<file path="config.mk">
export PLATFORM = sky130hd
export DESIGN_NAME = cp0_unit
export DESIGN_NICKNAME = d
export VERILOG_FILES = /design/src/rtl/cp0_pkg.sv /design/src/rtl/cp0_int_ctl.sv /design/src/rtl/cp0_unit.sv
export SDC_FILE = /design/constraint.sdc
export NUM_CORES = 1
export LEC_CHECK = 0
export BUFFER_PORTS_ARGS = -buffer_cell sky130_fd_sc_hd__clkbuf_2
export CORE_MARGIN = 5
export CORE_UTILIZATION = 50
export DETAILED_ROUTE_END_ITERATION = 7
export PLACE_DENSITY = 0.83
export SETUP_SLACK_MARGIN = 0.1
export SLEW_MARGIN = 20
export SYNTH_ARGS = -nofsm -noshare
export SYNTH_HDL_FRONTEND = slang
export SYNTH_HIERARCHICAL = 1
export SYNTH_SLANG_ARGS = --single-unit
</file>
<file path="constraint.sdc">
create_clock -name clk -period 4.3 [get_ports clk]
set_input_delay 0.86 -clock clk [delete_from_list [all_inputs] [get_ports clk]]
set_output_delay 0.86 -clock clk [all_outputs]
set_load 0.03 [all_outputs]
</file>
<file path="src/rtl/cp0_pkg.sv">
// Shared CP0 constants, exception codes, FSM state type and register packing helpers.
package cp0_pkg;

  localparam logic [4:0]  REG_STATUS  = 5'd12;
  localparam logic [4:0]  REG_CAUSE   = 5'd13;
  localparam logic [4:0]  REG_EPC     = 5'd14;
  localparam logic [4:0]  REG_PRID    = 5'd15;

  localparam logic [4:0]  EXC_INT     = 5'd0;
  localparam logic [4:0]  EXC_SYS     = 5'd8;

  localparam logic [31:0] HANDLER_VEC = 32'h8000_0180;
  localparam logic [31:0] PRID_VAL    = 32'h0001_8000;

  typedef enum logic [1:0] {
    RUN  = 2'd0,
    TRAP = 2'd1,
    RET  = 2'd2
  } cp0_state_e;

  function automatic logic [31:0] status_word(input logic [5:0] im, input logic exl,
                                              input logic ie);
    return {16'h0000, im, 8'h00, exl, ie};
  endfunction

  function automatic logic [31:0] cause_word(input logic [5:0] ip, input logic [4:0] exc);
    return {16'h0000, ip, 3'b000, exc, 2'b00};
  endfunction

endpackage

</file>
<file path="src/rtl/cp0_int_ctl.sv">
// Sticky interrupt-pending latch (Cause.IP) and pending-interrupt qualification.
module cp0_int_ctl
  import cp0_pkg::*;
(
  input  logic       clk,
  input  logic       rst,
  input  logic [5:0] int_i,
  input  logic       ip_wr_i,
  input  logic [5:0] ip_wdata_i,
  input  logic [5:0] im_i,
  input  logic       ie_i,
  input  logic       exl_i,
  output logic [5:0] ip_o,
  output logic       pending_o
);

  logic [5:0] ip_q, ip_d;

  // Live lines are ORed after the mtc0 write so an asserted line can never be cleared.
  always_comb begin
    ip_d = (ip_wr_i ? ip_wdata_i : ip_q) | int_i;
  end

  always_ff @(posedge clk) begin
    if (rst) ip_q <= '0;
    else     ip_q <= ip_d;
  end

  assign ip_o      = ip_q;
  assign pending_o = ie_i & ~exl_i & (|((ip_q | int_i) & im_i));

endmodule

</file>
<file path="src/rtl/cp0_unit.sv">
// CP0 subset: Status/Cause/EPC/PRId, syscall and interrupt entry, eret, fetch redirect.
module cp0_unit
  import cp0_pkg::*;
(
  input  logic        clk,
  input  logic        rst,
  input  logic [31:0] pc,
  input  logic [4:0]  cp0_addr,
  input  logic [31:0] cp0_wdata,
  input  logic        mtc0,
  input  logic        eret,
  input  logic        syscall,
  input  logic [5:0]  int_in,
  output logic [31:0] cp0out,
  output logic        redirect,
  output logic [31:0] redirect_pc,
  output logic        exl
);

  cp0_state_e  state_q, state_d;
  logic [5:0]  im_q, im_d;
  logic        exl_q, exl_d, ie_q, ie_d;
  logic [4:0]  exc_q, exc_d;
  logic [31:0] epc_q, epc_d;
  logic [5:0]  ip;
  logic        pending, run, take_int, take_sys, do_eret, do_mtc0, ip_wr;

  cp0_int_ctl u_int_ctl (
    .clk        (clk),
    .rst        (rst),
    .int_i      (int_in),
    .ip_wr_i    (ip_wr),
    .ip_wdata_i (cp0_wdata[15:10]),
    .im_i       (im_q),
    .ie_i       (ie_q),
    .exl_i      (exl_q),
    .ip_o       (ip),
    .pending_o  (pending)
  );

  // Priority: interrupt > syscall > eret > mtc0; only RUN acts on the instruction.
  assign run      = (state_q == RUN);
  assign take_int = run & pending;
  assign take_sys = run & syscall & ~pending;
  assign do_eret  = run & eret & ~pending & ~syscall;
  assign do_mtc0  = run & mtc0 & ~pending & ~syscall & ~eret;
  assign ip_wr    = do_mtc0 & (cp0_addr == REG_CAUSE);

  always_comb begin
    state_d = RUN;
    im_d    = im_q;
    exl_d   = exl_q;
    ie_d    = ie_q;
    exc_d   = exc_q;
    epc_d   = epc_q;
    if (take_int || take_sys) begin
      state_d = TRAP;
      epc_d   = pc;
      exl_d   = 1'b1;
      exc_d   = take_int ? EXC_INT : EXC_SYS;
    end else if (do_eret) begin
      state_d = RET;
      exl_d   = 1'b0;
    end else if (do_mtc0) begin
      case (cp0_addr)
        REG_STATUS: begin
          im_d  = cp0_wdata[15:10];
          exl_d = cp0_wdata[1];
          ie_d  = cp0_wdata[0];
        end
        REG_CAUSE: exc_d = cp0_wdata[6:2];
        REG_EPC:   epc_d = cp0_wdata;
        default:   ;
      endcase
    end
  end

  always_ff @(posedge clk) begin
    if (rst) begin
      state_q <= RUN;
      im_q    <= '0;
      exl_q   <= 1'b0;
      ie_q    <= 1'b0;
      exc_q   <= '0;
      epc_q   <= '0;
    end else begin
      state_q <= state_d;
      im_q    <= im_d;
      exl_q   <= exl_d;
      ie_q    <= ie_d;
      exc_q   <= exc_d;
      epc_q   <= epc_d;
    end
  end

  always_comb begin
    redirect    = 1'b0;
    redirect_pc = '0;
    case (state_q)
      TRAP: begin
        redirect    = 1'b1;
        redirect_pc = HANDLER_VEC;
      end
      RET: begin
        redirect    = 1'b1;
        redirect_pc = epc_q;
      end
      default: ;
    endcase
  end

  always_comb begin
    case (cp0_addr)
      REG_STATUS: cp0out = status_word(im_q, exl_q, ie_q);
      REG_CAUSE:  cp0out = cause_word(ip, exc_q);
      REG_EPC:    cp0out = epc_q;
      REG_PRID:   cp0out = PRID_VAL;
      default:    cp0out = '0;
    endcase
  end

  assign exl = exl_q;

endmodule

</file>
After elaboration in Yosys (flattened, before gate mapping)
Cells that the tools add are included.
W data, S select, Z words.
{"block": "word_totals", "register_bits": 53, "inputBits": 80, "out_inout_bits": 66, "word_cells": 70}
{"block": "classes", "n_eq_ne": 7, "n_mux": 19, "n_bitwise": 22, "reduce_logical": 14}
{"op": "$mux W32", "n": 4}
{"op": "$pmux W32 S4", "n": 1}
{"op": "$pmux W32 S2", "n": 1}
{"op": "$eq A5 B4 Y1 const B", "n": 4}
{"op": "$mux W5", "n": 4}
{"op": "$and A1 B1 Y1", "n": 13}
{"op": "$or A6 B6 Y6", "n": 2}
{"op": "$and A6 B6 Y6", "n": 1}
{"op": "$mux W1", "n": 6}
{"op": "$mux W6", "n": 1}
{"op": "$not A1 Y1", "n": 6}
{"op": "$reduce_and A3 Y1", "n": 2}
{"op": "$reduce_bool A2 Y1", "n": 3}
{"op": "$reduce_bool A3 Y1", "n": 2}
{"op": "$reduce_or A6 Y1", "n": 1}
{"op": "$mux W4", "n": 1}
{"op": "$reduce_and A4 Y1", "n": 1}
{"op": "$reduce_or A2 Y1", "n": 2}
{"op": "$eq A2 B1 Y1 const B", "n": 1}
{"op": "$eq A2 B2 Y1 const B", "n": 1}
{"op": "$logic_not A2 Y1", "n": 1}
{"op": "$mux W2", "n": 1}
{"op": "$ne A2 B1 Y1 const B", "n": 1}
{"op": "$reduce_and A2 Y1", "n": 1}
{"op": "$logic_or A1 B1 Y1", "n": 1}

Depth between registers and ports, before layout
Gate-level depths: netlist (run 1).
{"block": "depth", "word_depth": 11, "depth_mapped": 10, "mapped_depth_nobuf": 8}

Hierarchy
Netlist (run 1), hierarchy kept.
{"mod": "cp0_unit", "n_inst": 1, "cells_each": 307, "area_per_inst_um2": 2821.5, "seq_area_each_um2": 940.9}
{"mod": "cp0_int_ctl", "n_inst": 1, "cells_each": 34, "area_per_inst_um2": 281.5, "seq_area_each_um2": 120.1}

Worst setup path before layout (run 1)
Ideal clock, no wire load.
{"block": "synth_path", "path_type": "input to output", "start": "in cp0_addr[0]", "end": "out cp0out[3]", "arrival_ps": 2212, "required_time_ps": 3440, "setup_slack_ps": 1228, "cell_stages": 5, "n_path_buf": 2, "cell_sequence": "clkbuf_1 nand4bb_1 nor2_1 clkbuf_1 a22o_1"}
{"block": "synth_via", "elab_chain_len": 2, "word_cells_on_any_way": 5, "cone_classes": "eq/ne: 4; mux: 1"}
{"item": "start, declared", "line_no": "cp0_unit.sv:8", "source": "input logic [4:0] cp0_addr,"}
{"item": "$eq A5 B4 Y1", "line_no": "cp0_unit.sv:113", "source": "case (cp0_addr)"}
{"item": "$pmux W32 S4 (*)", "line_no": "cp0_unit.sv:113"}
{"item": "end, declared", "line_no": "cp0_unit.sv:14", "source": "output logic [31:0] cp0out,"}
Every way passes the cells marked *; elsewhere a longest branch is shown, timed or not.

Worst setup path in the final report (run 1)
{"block": "layout_path", "start": "in cp0_addr[0]", "end": "out cp0out[1]"}
Same word-level chain as after synthesis.

==> results.yml, run 1 <==
setup_path:
  critPathLaunchType: "input pin"
  critPathSlowestCell: "nor2_1"
  cp_top_family: "simple AND/OR/NAND/NOR gates"
  crit_path_max_fanout: 18
  cp.arrival_ns: 2.72
  cp_common_cell: "clkbuf_2"
  path_cells: "clkbuf_2 -> nand4bb_1 -> nor2_1 -> buf_4 -> a22o_1 -> clkbuf_2"
  max_stage_delay_ns: 0.56
  endpoint_kind: "primary output"
  worst-path-buf-inv: 3
  required_ns: 3.44
  worst-setup-path-type: "in2out"
sta:
  rsz0062_at_grt: "false"
  slew_headroom_pct: 34.7
  tightestPinTransition_ns: 0.979
  max_freq_mhz: 280
  setup_violations: 0
  hold_viol_final: 0
  final_max_slew_viol_count: 0
  clock_skew_ns: 0.00823
  whs_ns: 0.467
  min_period_over_period_pct: 83.2
  timing.setup.tns_ns: 0
  min_period_ns: 3.58
  setup_ws_ns: 0.724
floorplan:
  boundaryPins: 146
  die_y_um: 88.8
  coreArea_um2: 5990
  start_util_pct: 51.8
  num_rows: 28
  die_area_um2: 7880
  die_w_um: 88.8
clocking:
  cts_tree: "done"
  cts_buffers: 5
  clkLatencyLatePin_ns: 0.30
  cts-root-buf: "clkbuf_8"
  cts_resized: 0
  postCtsSetupRepairBufs: 0
  clkTransAtPathRegs_ns: 0.08
  cts.sink_count: 53
  postCtsHoldBufs: 0
  h-tree-depth: 2
  clk_path_buf_depth: 2
finish:
  fin_nets: 558
  syn2layout_area_growth_pct: 27.5
  drive_gt1_share_pct: 40.1
  nFillCells: 529
  n_antenna_cell: 0
power:
  leakagePower_nw: 1.87
  power_density_nw_per_um2: 270
  ir_worst_vdd_uv: 162
synthesis:
  yosys_register_bits: 53
  netlist_area_um2: 3100
  ys_top_cells_by_area: "dfxtp_1, mux2i_1, a211oi_2, and2_1, nor2_1"
  yosysTopAreaCellShare_pct: 34.2
  synthCells: 341
  synth.net_count: 424
  avgSynthCellArea_um2: 9.10
  yosys.area.top_type: "dfxtp_1"
  synthTopCellsByCount: "nor2_1, dfxtp_1, mux2i_1, and2_1, a211oi_2"
  ys_warn_count: 6
  ys_async_sr_fraction_pct: 0
  ys_seq_area_share_pct: 34.2
  synth.distinct_cells: 33
  synth_ff_type: "dfxtp_1"
  synth.most_common_cell: "nor2_1"
  synth_edf_count: 0
global_route:
  grt_max_degree: 49
  grt_pass1_wl_um: 13900
  grt_use_total_pct: 22.0
  grt_overflow: 0
  antenna_found_initial: 0
  grt_pass1_vias: 2969
drt:
  final_antenna_net_count: 0
  num_vias: 2978
  vias_per_cell: 5.40
  wl_per_cell_um: 15.9
  routed_wl_um: 8750
  drc: 0
  drt_iter0_drc: 139
  dr.pass1.iters: 4
placement:
  portBuffers: 145
  pre_cts_slack_ns: 0.373
  dp_hpwl_um: 6680
  gp_congestion: 0.856
min_path:
  hold_path_class: "reg2reg"
run_status:
  status: "finished, final reports clean"
run:
  maxCapViolCount: 0
## flip-flops by register name, indices dropped and copies added, names as in the netlist
register	cells
epc_q	32
im_q	6
u_int_ctl/ip_o	6
exc_q	5
state_q	2
exl	1
ie_q	1
## worst paths after layout
kind | from | end | slack (ns) | cells after the start
setup / recovery | cp0_addr[0] | cp0out[1] | 0.72 | 6
hold / removal | exc_q[3] | exc_q[3] | 0.47 | 2
setup reg to reg | u_int_ctl/ip_o[1] | epc_q[3] | 1.23 | 9
hold reg to reg | exc_q[3] | exc_q[3] | 0.47 | 2
## layer usage
layer | share of wire [%] | global-route usage [%] | up-vias
met1 | 40 | 27.0 | 1404
met2 | 52 | 39.3 | 99
met4 | 1.2 | 6.46 | 0
met3 | 6.7 | 3.35 | 11
li1 | - | - | 1464
met5 | 0 | 0 | -
## layout make-up
class	count	area, um^2	area share [%]
tap	75	93.8	2.37
timing repair buffer	153	798	20.2
multi-input combinational	257	1900	48.1
clock buffer	8	80.1	2.02
sequential	53	1060	26.8
inverter	5	18.8	0.474
## power by group
group | internal [mW] | switching [mW] | leakage, nW
clock | 0.116 | 0.150 | 0.0395
sequential | 0.526 | 0.0244 | 0.437
combinational | 0.107 | 0.144 | 1.39
## cell families after synthesis
kind of cell             synth area share [%]
AO/OA/AOI/OAI                            21.6
adder cells (fa/ha/maj)                  1.21
buffers and inverters                    5.00
flip-flops                               34.2
multiplexers                             15.8
AND/OR/NAND/NOR                          22.1
## tightest hold or removal path, delay by kind of cell, from the launching register on
| family | cells | cell delay (ns) |
|---|---|---|
| AO/OA/AOI/OAI | 1 | 0.06 |
| buffers and inverters | 1 | 0.05 |
| flip-flops | 1 | 0.32 |
## stage by stage
step / cell area [um^2] / instances / util, % / total power [mW]
2_1_floorplan: 3100 / 341 / - / 0.729
3_3_place_gp: 3870 / 542 / 64.6 / 0.802
3_5_place_dp: 3870 / 542 / 64.6 / 0.811
4_1_cts: 3950 / 550 / 65.9 / 1.07
5_1_grt: 3960 / 551 / 66.0 / 1.12
6_report: 3960 / 551 / 66.0 / 1.07
## cell usage in the layout (no fill, tap or decap), types with 2 or more instances in the layout
cell,n
inv_1,5
o21ai_0,7
dfxtp_1,53
a21oi_1,10
nor2_1,61
nand2_1,2
a22o_1,7
ha_1,3
clkbuf_1,3
clkbuf_2,145
buf_4,7
and2_1,47
a211oi_2,28
a211oi_1,13
nor2b_1,10
mux2i_1,48
clkbuf_8,5
nor3_1,4
(Power assumes the default switching activity.)
==> inputs of run 2 (changes only) <==
--- a/config.mk
+++ b/config.mk
@@ -7,9 +7,9 @@
 export LEC_CHECK = 0
 export BUFFER_PORTS_ARGS = -buffer_cell sky130_fd_sc_hd__clkbuf_2
 export CORE_MARGIN = 5
-export CORE_UTILIZATION = 50
+export CORE_UTILIZATION = 47
 export DETAILED_ROUTE_END_ITERATION = 7
-export PLACE_DENSITY = 0.83
+export PLACE_DENSITY = 0.79
 export SETUP_SLACK_MARGIN = 0.1
 export SLEW_MARGIN = 20
 export SYNTH_ARGS = -nofsm -noshare
==> constraint.sdc (replaced) <==
create_clock -name clk -period 3.35 [get_ports clk]
set_input_delay 0.67 -clock clk [delete_from_list [all_inputs] [get_ports clk]]
set_output_delay 0.67 -clock clk [all_outputs]
set_load 0.03 [all_outputs]
==> run 2 against run 1 <==
Compared with the run above:
- highest routed layer unchanged
- wire length shrank 2.4%
- largest power group unchanged
- clock skew shrank 0.0025 ns
- largest cell class unchanged
- total power is 28% higher
- die area increased by 5.7%
- critical path depth unchanged
==> results.yml, run 2 (synthesized netlist as in run 1, its figures left out) <==
run_status:
  status: "finished, final reports clean"
finish:
  syn2layout_area_growth_pct: 28.4
  largest_register: "epc_q"
  most-common-layout-cells: "clkbuf_2, nor2_1, dfxtp_1"
  drive_gt1_share_pct: 40.9
  n_antenna_cell: 0
  largest_reg_flops: 32
  final_common_cell: "clkbuf_2"
  nFillCells: 562
  fin_nets: 561
  fin_util_pct: 62.4
sta:
  timing.setup.tns_ns: 0
  min_period_over_period_pct: 82.0
  max_freq_mhz: 364
  setup_violations: 0
  final_max_slew_viol_count: 0
  slew_headroom_pct: 35.3
  rsz0062_at_grt: "false"
  min_period_ns: 2.75
  clock_skew_ns: 0.00572
  setup_ws_ns: 0.604
  whs_ns: 0.471
  hold_viol_final: 0
  tightestPinTransition_ns: 0.971
run:
  maxCapViolCount: 0
placement:
  portBuffers: 145
  dp_hpwl_um: 6710
  gp_congestion: 0.841
  pre_cts_slack_ns: 0.323
clocking:
  postCtsHoldBufs: 0
  cts_tree: "done"
  cts.sink_count: 53
  clk_path_buf_depth: 2
  cts_resized: 0
  cts_buffers: 5
  postCtsSetupRepairBufs: 0
  clkLatencyLatePin_ns: 0.30
  cts-root-buf: "clkbuf_8"
  clkTransAtPathRegs_ns: 0.09
  h-tree-depth: 2
power:
  intPower_mw: 0.959
  ir_worst_vdd_uv: 169
  combPwrFrac_pct: 23.4
  p_sw_mw: 0.411
  power_density_nw_per_um2: 344
  seq_power_share_pct: 51.5
  power_frac_clock_pct: 25.1
  netSwitchingFraction_pct: 30.0
  leakagePower_nw: 1.89
floorplan:
  die_area_um2: 8330
  start_util_pct: 48.6
  boundaryPins: 146
  num_rows: 29
  die_w_um: 91.3
  die_y_um: 91.3
  coreArea_um2: 6390
setup_path:
  critPathLaunchType: "input pin"
  required_ns: 2.68
  cp_common_cell: "clkbuf_2"
  cp.arrival_ns: 2.08
  path_cells: "clkbuf_2 -> nand4bb_1 -> nor2_1 -> buf_4 -> a22o_1 -> clkbuf_2"
  critPathSlowestCell: "nand4bb_1"
  worst-path-buf-inv: 3
  max_stage_delay_ns: 0.39
  crit_path_start: "cp0_addr[0]"
  cp_top_family: "buffers and inverters"
  crit_path_max_fanout: 25
  timing.rr.start: "u_int_ctl/ip_o[1]"
  endpoint_kind: "primary output"
  worst-setup-path-type: "in2out"
drt:
  vias_per_cell: 5.29
  routed_wl_um: 8550
  drt_iter0_drc: 102
  drc: 0
  dr.pass1.iters: 4
  wl_per_cell_um: 15.4
  num_vias: 2940
  final_antenna_net_count: 0
global_route:
  antenna_found_initial: 0
  grt_overflow: 0
  grt_use_total_pct: 20.4
  grt_pass1_wl_um: 14200
  grt_pass1_vias: 2988
  grt_max_degree: 41
min_path:
  hold_path_class: "reg2reg"
  hold_start: "exc_q[3]"
==> run 2: cell types whose count changed in the layout (fill, tap and decap cells not counted), sizes merged <==
cell	change
buf	+3
clkbuf	-2
clkinv	+2
==> run 2: layout make-up <==
class                           instances  area, um^2  area share [%]
Multi-Input combinational cell        257        1900            47.8
Timing Repair Buffer                  156         821            20.6
Sequential cell                        53        1060            26.6
Inverter                                5        18.8           0.471
Tap cell                               77        96.3            2.42
Clock buffer                            6        72.6            1.82
Clock inverter                          2        10.0           0.251
==> run 2: worst paths after layout <==
path | cells past startpoint | end | slack [ns]
setup / recovery | 6 | cp0out[1] | 0.60
hold / removal | 2 | exc_q[3] | 0.47
hold reg to reg | 2 | exc_q[3] | 0.47
setup reg to reg | 8 | epc_q[15] | 0.72
==> run 2: worst reg2reg max path, stage by stage (launching register included) <==
cell and delay (ns):
dfxtp_1 0.33, o21ai_0 0.17, and4_1 0.23, a311oi_1 0.21, or3_1 0.55, o41ai_4 0.41, buf_4 0.36, nor2_1 0.09
a211oi_2 0.21
==> run 2: per-layer routing <==
metal / wire (um) / vias up / global-route usage [%]
met3: 532 / 8 / 3.72
met5: 0 / - / 0
met2: 4390 / 103 / 37.3
met1: 3520 / 1360 / 23.9
met4: 104 / 0 / 6.23
li1: - / 1469 / -
==> run 2: metrics by stage <==
step | instances | power [mW] | area, um^2
after floorplan | 341 | 0.936 | 3100
after global placement | 548 | 1.03 | 3900
after detailed placement | 548 | 1.04 | 3900
after CTS | 556 | 1.38 | 3980
after global routing | 556 | 1.45 | 3980
final | 556 | 1.37 | 3980
==> run 2: power groups by stage <==
| stage | clock [mW] | combinational (mW) | sequential, mW |
|---|---|---|---|
| finish | 0.343 | 0.321 | 0.706 |
| detailed placement | 0 | 0.322 | 0.720 |
| global placement | 0 | 0.315 | 0.719 |
| global route | 0.386 | 0.351 | 0.713 |
| floorplan | 0 | 0.224 | 0.712 |
| CTS | 0.355 | 0.323 | 0.706 |
==> inputs of run 3 (changes only) <==
--- a/config.mk
+++ b/config.mk
@@ -5,9 +5,10 @@
 export SDC_FILE = /design/constraint.sdc
 export NUM_CORES = 1
 export LEC_CHECK = 0
+export ABC_AREA = 1
 export BUFFER_PORTS_ARGS = -buffer_cell sky130_fd_sc_hd__clkbuf_2
 export CORE_MARGIN = 5
-export CORE_UTILIZATION = 47
+export CORE_UTILIZATION = 48
 export DETAILED_ROUTE_END_ITERATION = 7
 export PLACE_DENSITY = 0.79
 export SETUP_SLACK_MARGIN = 0.1
==> constraint.sdc (replaced) <==
create_clock -name clk -period 2.7 [get_ports clk]
set_input_delay 0.54 -clock clk [delete_from_list [all_inputs] [get_ports clk]]
set_output_delay 0.54 -clock clk [all_outputs]
set_load 0.03 [all_outputs]
==> run 3 against run 2 <==
Compared with the run above:
- sequential share of layout area shrank 1.3 points
- clock power rose by 64%
- final cell count up 46%
- register-to-register slack got worse by 0.29 ns
- synthesized area grew 5.8%
- wire length grew 12%
- critical path depth stayed put
- utilization shrank 0.092 points
- total power up 35%
- non-clock buffer count decreased by 1
- largest power group unchanged
- highest routed layer unchanged
==> results.yml, run 3 <==
drt:
  dr.pass1.iters: 5
  final_antenna_net_count: 0
  num_vias: 3814
  drt_iter0_drc: 226
  wl_per_cell_um: 11.9
  drc: 0
  vias_per_cell: 4.71
  routed_wl_um: 9610
synthesis:
  netlist_area_um2: 3280
  synth.most_common_cell: "nand2_1"
  yosysTopAreaCellShare_pct: 32.3
  synth_top_family_by_area: "simple AND/OR/NAND/NOR gates"
  synth_edf_count: 0
  avgSynthCellArea_um2: 5.57
  synth_fa_ha_area_share_pct: 1.14
  synth-simple-area-share_pct: 43.0
  synth_compound_area_share_pct: 8.50
  yosys_register_bits: 53
  synth-xor-area-share_pct: 0
  synthTopCellsByCount: "nand2_1, nor2_1, inv_1, dfxtp_1, o21ai_0"
  synth_ff_type: "dfxtp_1"
  synth.distinct_cells: 24
  ys_top_cells_by_area: "dfxtp_1, nand2_1, nor2_1, inv_1, o21ai_0"
  ys_warn_count: 6
  synth.net_count: 672
  synth.mux.area_fraction_pct: 0
  ys_async_sr_fraction_pct: 0
  synthCells: 589
  yosys.area.top_type: "dfxtp_1"
  ys_seq_area_share_pct: 32.3
floorplan:
  num_rows: 30
  die_area_um2: 8590
  start_util_pct: 48.8
  die_y_um: 92.7
  coreArea_um2: 6720
  boundaryPins: 146
  die_w_um: 92.7
sta:
  slew_headroom_pct: 57.4
  setup_ws_ns: 0.359
  clock_skew_ns: 0.00882
  hold_viol_final: 0
  tightestPinTransition_ns: 0.640
  setup_violations: 0
  min_period_ns: 2.34
  timing.setup.tns_ns: 0
  max_freq_mhz: 427
  rsz0062_at_grt: "false"
  final_max_slew_viol_count: 0
  min_period_over_period_pct: 86.7
min_path:
  hold_path_class: "in2reg"
  whs_path_depth: 3
  hold_start: "int_in[2]"
  whs_endpoint: "u_int_ctl/ip_o[2]"
placement:
  portBuffers: 145
  gp_congestion: 0.801
  pre_cts_slack_ns: 0.199
  dp_hpwl_um: 7240
clocking:
  clkLatencyLatePin_ns: 0.30
  cts.sink_count: 53
  clk_path_buf_depth: 2
  cts-root-buf: "clkbuf_8"
  cts_tree: "done"
  postCtsSetupRepairBufs: 0
  cts_buffers: 5
  h-tree-depth: 2
  clkTransAtPathRegs_ns: 0.10
  postCtsHoldBufs: 0
  cts_resized: 0
global_route:
  grt_use_total_pct: 21.7
  antenna_found_initial: 0
  grt_pass1_wl_um: 15500
  grt_overflow: 0
  grt_max_degree: 65
  grt_pass1_vias: 3470
setup_path:
  critPathLaunchType: "register"
  r2r_cells: 9
  cp.arrival_ns: 1.80
  timing.rr.start: "im_q[5]"
  required_ns: 2.16
  endpoint_kind: "primary output"
  r2r_setup_slack_ns: 0.43
  worst-setup-path-type: "reg2out"
  worst_r2r_endpoint: "epc_q[24]"
  crit_path_max_fanout: 16
power:
  power_density_nw_per_um2: 443
  ir_worst_vdd_uv: 211
  leakagePower_nw: 2.65
finish:
  n_antenna_cell: 0
  largest_reg_flops: 32
  syn2layout_area_growth_pct: 27.5
  most-common-layout-cells: "nand2_1, clkbuf_2, nor2_1"
  drive_gt1_share_pct: 23.7
  final_common_cell: "nand2_1"
  largest_register: "epc_q"
  fin_nets: 811
run_status:
  status: "finished, final reports clean"
run:
  maxCapViolCount: 0
run 3: changes by cell type after synthesis, moves of 10 or more:
cell	delta
o21ai_1	+10
nor2_1	+54
nor2b_1	-10
o21ai_0	+14
mux2i_1	-48
a211oi_2	-28
nand2_1	+231
inv_1	+88
a211oi_1	-13
and2_1	-46
run 3: area by class of cell:
class | count | area [um^2]
Sequential cell | 53 | 1060
Tap cell | 80 | 100
Clock buffer | 7 | 86.3
Fill cell | 671 | 2530
Multi-Input combinational cell | 416 | 1730
Clock inverter | 1 | 30.0
Timing Repair Buffer | 155 | 813
Inverter | 97 | 365
run 3: power breakdown:
group          switching [mW]  total (mW)  internal [mW]
registers              0.0296       0.870          0.840
logic                   0.269       0.422          0.154
clock network           0.259       0.562          0.303
run 3: stage by stage:
| stage | hold WS (ns) | area (um^2) | total power [mW] | std cells | utilization (%) |
|---|---|---|---|---|---|
| floorplan | 0.452 | 3280 | 1.17 | 589 | - |
| global placement | 0.469 | 4070 | 1.30 | 801 | 60.6 |
| detailed placement | 0.473 | 4070 | 1.31 | 801 | 60.6 |
| CTS | 0.439 | 4190 | 1.86 | 809 | 62.3 |
| global route | 0.447 | 4190 | 1.96 | 809 | 62.3 |
| finish | 0.443 | 4190 | 1.85 | 809 | 62.3 |
run 3: critical path: stages, from the launching register on:
cell and delay (ns):
dfxtp_1 0.33, inv_1 0.07, ha_1 0.36, buf_4 0.29
nand2_1 0.07, a21oi_1 0.15, clkbuf_2 0.23
run 3: per-layer routing:
metal	GRT usage (%)	share of wire [%]	vias to the layer above
met3	4.31	7.6	12
li1	-	-	1998
met1	27.1	41	1668
met4	5.62	1.1	0
met2	38.1	50	136
met5	0	0	-
run 3: how the worst max path moves through the flow:
stage / slack, ns / to / start
2_1_floorplan: 0.45 / cp0out[0] / cp0_addr[3]
3_3_place_gp: 0.35 / epc_q[7] / int_in[5]
4_1_cts: 0.33 / redirect_pc[8] / state_q[0]
6_report: 0.36 / redirect_pc[8] / state_q[0]
3_5_place_dp: 0.20 / epc_q[7] / int_in[5]
5_1_grt: 0.23 / redirect_pc[8] / state_q[0]
run 3: logic make-up after synthesis:
| logic type | Yosys count |
|---|---|
| adders and majority gates | 3 |
| DFF | 53 |
| and+or+nand+nor | 363 |
| buffers and inverters | 120 |
| AOI/OAI and AO/OA | 50 |
